--- config.mk ---
export PLATFORM = sky130hd
export DESIGN_NAME = seq_divider
export DESIGN_NICKNAME = d
export VERILOG_FILES = /design/src/rtl/seq_divider.sv
export SDC_FILE = /design/constraint.sdc
export NUM_CORES = 1
export LEC_CHECK = 0
export ABC_CLOCK_PERIOD_IN_PS = 5200
export CAP_MARGIN = 30
export CELL_PAD_IN_SITES_DETAIL_PLACEMENT = 0
export CELL_PAD_IN_SITES_GLOBAL_PLACEMENT = 2
export CORE_MARGIN = 2
export CORE_UTILIZATION = 31
export DETAILED_ROUTE_END_ITERATION = 8
export GPL_TIMING_DRIVEN = 0
export PLACE_DENSITY = 0.78
export SLEW_MARGIN = 10
export SYNTH_ARGS = -nofsm -noshare
export SYNTH_HDL_FRONTEND = slang
export SYNTH_SLANG_ARGS = --single-unit
--- constraint.sdc ---
create_clock -name CLK -period 5.2 [get_ports CLK]
set_input_delay 1.56 -clock CLK [delete_from_list [all_inputs] [get_ports CLK]]
set_output_delay 1.56 -clock CLK [all_outputs]
set_load 0.02 [all_outputs]
--- src/rtl/seq_divider.sv ---
// -----------------------------------------------------------------------------
// seq_divider
//   Multi-cycle restoring divider that follows the N-bit multiplier in the
//   MulDiv datapath. It divides a 2N-bit dividend by an N-bit divisor and
//   produces one quotient bit per clock, so a division takes 2N cycles.
//   Dividing by zero finishes at once with an all-ones quotient and a flag.
//
// Handshake: START is sampled on the rising edge. It is accepted whenever the
//   divider is not BUSY, which includes the DONE cycle (back-to-back). While
//   BUSY is high, START is ignored. DONE is a one-cycle pulse. The results stay
//   valid from the DONE cycle until the next operation writes new results.
//
// Ports:
//   CLK          system clock, rising edge
//   N_RESET      asynchronous active-low reset
//   START        operation request
//   DIVIDEND     2N-bit unsigned dividend, captured on an accepted START
//   DIVISOR      N-bit unsigned divisor, captured on an accepted START
//   BUSY         high while the division steps run
//   DONE         one-cycle pulse when the results are valid
//   QUOTIENT     2N-bit quotient, held until new results are written
//   REMAINDER    N-bit remainder, held until new results are written
//   DIV_BY_ZERO  set with DONE when the captured divisor was zero
//   DBG_STATE    current FSM state (IDLE=0, RUN=1, FIN=2) for checkers
// -----------------------------------------------------------------------------
module seq_divider #(
   parameter int N = 4
) (
   input  logic           CLK,
   input  logic           N_RESET,
   input  logic           START,
   input  logic [2*N-1:0] DIVIDEND,
   input  logic [N-1:0]   DIVISOR,
   output logic           BUSY,
   output logic           DONE,
   output logic [2*N-1:0] QUOTIENT,
   output logic [N-1:0]   REMAINDER,
   output logic           DIV_BY_ZERO,
   output logic [1:0]     DBG_STATE
);

   localparam int CW = $clog2(2*N+1);

   typedef enum logic [1:0] {
      IDLE = 2'd0,
      RUN  = 2'd1,
      FIN  = 2'd2
   } state_t;

   state_t state_q, state_d;

   logic [2*N-1:0] dvd_q;    // dividend; the top bit is shifted out on each step
   logic [N-1:0]   dsr_q;    // divisor
   logic [N-1:0]   prem_q;   // partial remainder, always below the divisor
   logic [2*N-1:0] quo_q;    // quotient being built
   logic [CW-1:0]  cnt_q;    // number of steps left

   logic [N:0]     shifted;
   logic           fits;
   logic [N-1:0]   prem_next;
   logic [2*N-1:0] quo_next;
   logic           last_step;

   // One restoring step. The stored remainder stays below the divisor, so
   // N bits are enough to hold it. After the shift the value can reach 2*dsr-1,
   // which needs one more bit, so the compare is done N+1 bits wide.
   always_comb begin
      shifted   = {prem_q, dvd_q[2*N-1]};
      fits      = (shifted >= {1'b0, dsr_q});
      prem_next = fits ? N'(shifted - {1'b0, dsr_q}) : shifted[N-1:0];
      quo_next  = {quo_q[2*N-2:0], fits};
      last_step = (cnt_q == CW'(1));
   end

   // FSM state register
   always_ff @(posedge CLK or negedge N_RESET) begin
      if (!N_RESET) state_q <= IDLE;
      else          state_q <= state_d;
   end

   // Next state and status outputs
   always_comb begin
      state_d   = state_q;
      BUSY      = 1'b0;
      DONE      = 1'b0;
      DBG_STATE = state_q;
      case (state_q)
         IDLE, FIN: begin
            DONE = (state_q == FIN);
            if (START) state_d = (DIVISOR == '0) ? FIN : RUN;
            else       state_d = IDLE;
         end
         RUN: begin
            BUSY = 1'b1;
            if (last_step) state_d = FIN;
         end
         default: state_d = IDLE;
      endcase
   end

   // Datapath and result registers
   always_ff @(posedge CLK or negedge N_RESET) begin
      if (!N_RESET) begin
         dvd_q       <= '0;
         dsr_q       <= '0;
         prem_q      <= '0;
         quo_q       <= '0;
         cnt_q       <= '0;
         QUOTIENT    <= '0;
         REMAINDER   <= '0;
         DIV_BY_ZERO <= 1'b0;
      end else begin
         case (state_q)
            IDLE, FIN: begin
               if (START) begin
                  dvd_q  <= DIVIDEND;
                  dsr_q  <= DIVISOR;
                  prem_q <= '0;
                  quo_q  <= '0;
                  if (DIVISOR == '0) begin
                     // A zero divisor skips RUN, so the results are written now.
                     cnt_q       <= '0;
                     QUOTIENT    <= '1;
                     REMAINDER   <= '0;
                     DIV_BY_ZERO <= 1'b1;
                  end else begin
                     cnt_q       <= CW'(2*N);
                     DIV_BY_ZERO <= 1'b0;
                  end
               end
            end
            RUN: begin
               dvd_q  <= dvd_q << 1;
               prem_q <= prem_next;
               quo_q  <= quo_next;
               cnt_q  <= cnt_q - CW'(1);
               if (last_step) begin
                  QUOTIENT  <= quo_next;
                  REMAINDER <= prem_next;
               end
            end
            default: ;
         endcase
      end
   end

endmodule
==> metrics <==
total negative slack 0 ns; detailed placement HPWL 3.22 mm; Final min period 3.71 ns; Via density 4.67; CP Data Arrival Time 2.15 ns; Die Y 82.8 um; Primary FF master, synth dfrtp_1; Power Internal 0.000990 W; crit path launch type flop; Yosys cell types 35; post-synthesis cell area 1930 um2; antenna cells 0; clock group share of total power 0.159; Fin. Hold Viols 0; CTS Hold Bufs 0; cts repair resizes 0; gr busiest metal met2; Syn Nets 215; Bufs and invs on worst path 3; Post-synth EDFFs 0; Global Route met2 Usage 0.221; gr ovfl total 0; yosys warns 0; RSZ-0062 raised after global routing false; Mean Syn Cell Area 9.98 um2; Final WS setup 1.49 ns; Post-Layout Cell Count 307; Die X 82.8 um; Crit path max-delay family buffers and inverters; TritonCTS Buffers 5; CP required 3.64 ns; Mapped Cells 193; PwrDens 675 nW/um2; sequential fraction of design power 0.341; Die ar. 6860 um2; CTS tree yes; Worst Path Max Fanout 10; CTS sink cnt 42; total number of vias 1435; ys async rst share 1.00; register bit total from synthesis 42; Skew-Pair Late Insertion Delay 0.29 ns; global placer's final weighted congestion 0.717; CTS Buffer Depth 2; largest net degree at the start of global routing 28; Area Growth Syn to Fin 27.6%; Final Setup Violations 0; met3 usage 0.0298; Slew @ Worst Pin 0.530 ns; antenna violations before repair 0; crit path kind flop to primary output; critical path cell sequence nand2b_1 -> clkinv_1 -> clkbuf_1 -> clkdlybuf4s50_1; vias in the first global route 1510; first-pass GRT wire length 7.73 mm; post-CTS setup buffers 0; Sw Share 0.403; post-synthesis sequential area ratio 0.545; Comb power frac 0.500; Reg2Reg Setup Slack 3.00 ns; Crit-path slowest cell clkdlybuf4s50_1; status complete, no violations; clock skew 0.00411 ns; crit end category primary output; Filler cells 609; clock transition at the registers of the reported paths 0.08 ns; wire per inst 14.1 um; VDD IR max 258 uV; io pins 32; Root Driver clkbuf_8; final WL 4.32 mm; Critical Path Max Stage Delay 0.70 ns; Initial Utilization 0.324; Rows 28; total track usage 0.140; Max Clk Rate 0.270 GHz; Final ANT Viol Nets 0; post-place setup slack 1.73 ns; max_slew headroom 0.646; 1st-pass router iterations 4; number of port buffers 31; max-cap violation count 0; static leakage 1.05 nW; DRC violations left 0; Psw 0.000670 W; DRT iter0 DRCs 55; placed cell count 300; Tcrit/Tclk final 0.713; H-tree Lvls 2; Core ar. 5960 um2; fraction of layout cells with a size suffix above 1 0.0948; Slew Viols, Final 0; NumNets Final 254; met1 Use GR 0.194; Tightest Hold Check Type flop to flop
==> worst min-delay path, cell delays in order (launching register included) <==
cell and delay [ns]:
dfrtp_1 0.34, nand2_1 0.05, o21ai_0 0.06
==> cells by family after synthesis <==
kind of cell	after synthesis	synth area share
DFF	42	0.545
muxes	12	0.0656
xor gates and xnor gates	2	0.00909
buffers and inverters	21	0.0429
AOI/OAI and AO/OA	48	0.147
and+or+nand+nor	61	0.140
adders and majority gates	7	0.0494
==> placed cells by master, fill, tap and decap left out, drive strengths merged, types with 3 or more instances in the layout <==
master          n
dfrtp          42
nand2          31
clkdlybuf4s50  30
o21ai          21
nor2           19
a21oi          15
inv            11
clkbuf         11
mux2i           7
ha              6
buf             6
mux2            5
nor2b           3
o22ai           3
a31oi           3
==> power groups by stage <==
stage / clock network (W) / registers, W / logic, W
after CTS: 0.000271 / 0.000568 / 0.000845
after global placement: 0 / 0.000573 / 0.000832
after global routing: 0.000286 / 0.000587 / 0.000951
final: 0.000263 / 0.000566 / 0.000831
after floorplan: 0 / 0.000609 / 0.000522
after detailed placement: 0 / 0.000575 / 0.000842
==> sequential cells by signal, summed over array words and instances, names as in the netlist <==
name and cells:
cnt_q 4, REMAINDER 4, quo_q 7, dsr_q 4
DIV_BY_ZERO 1, QUOTIENT 8, DBG_STATE 2, prem_q 4
dvd_q 8
==> through the flow <==
stage / area (um2) / total power [W] / utilization / hold slack [ns]
6_report: 2460 / 0.00166 / 0.413 / 0.480
2_1_floorplan: 1930 / 0.00113 / - / 0.449
4_1_cts: 2460 / 0.00168 / 0.413 / 0.482
3_3_place_gp: 2330 / 0.00140 / 0.391 / 0.461
5_1_grt: 2460 / 0.00182 / 0.413 / 0.520
3_5_place_dp: 2350 / 0.00142 / 0.394 / 0.465
==> Yosys cell counts, types with 3 or more instances <==
master	instances	area (um2)
nand2_1	31	116
mux2i_1	7	70.1
o21ai_0	20	100
dfrtp_1	42	1050
nor2b_1	3	18.8
a21oi_1	14	70.1
nor2_1	18	67.6
buf_2	3	15.0
clkbuf_1	5	18.8
mux2_2	4	45.0
o22ai_1	3	18.8
ha_1	6	75.1
inv_1	11	41.3
==> path summary, 6_finish.rpt <==
| check | depth (start not counted) | startpoint | to |
|---|---|---|---|
| setup / recovery | 4 | DBG_STATE[0] | BUSY |
| setup reg to reg | 6 | prem_q[1] | prem_q[0] |
| min in group asynchronous | 1 | N_RESET | dvd_q[3] |
| hold reg to reg | 2 | dvd_q[5] | dvd_q[6] |
| max in group asynchronous | 2 | N_RESET | quo_q[3] |
| hold / removal | 2 | dvd_q[5] | dvd_q[6] |
==> layer usage <==
layer | vias up | part of all wire
li1 | 727 | -
met1 | 688 | 0.49
met2 | 16 | 0.47
met3 | 4 | 0.025
met4 | 0 | 0.012
met5 | - | 0
==> final cells by class <==
cell class                      count  area [um2]  area share
Clock inverter                      1        30.0      0.0122
Multi-Input combinational cell    130         793       0.323
Timing Repair Buffer               32         325       0.132
Buffer                              9        37.5      0.0153
Inverter                           12        45.0      0.0183
Tap cell                           75        93.8      0.0382
Clock buffer                        6        82.6      0.0336
Sequential cell                    42        1050       0.427
Power figures use the tool's default switching activity.
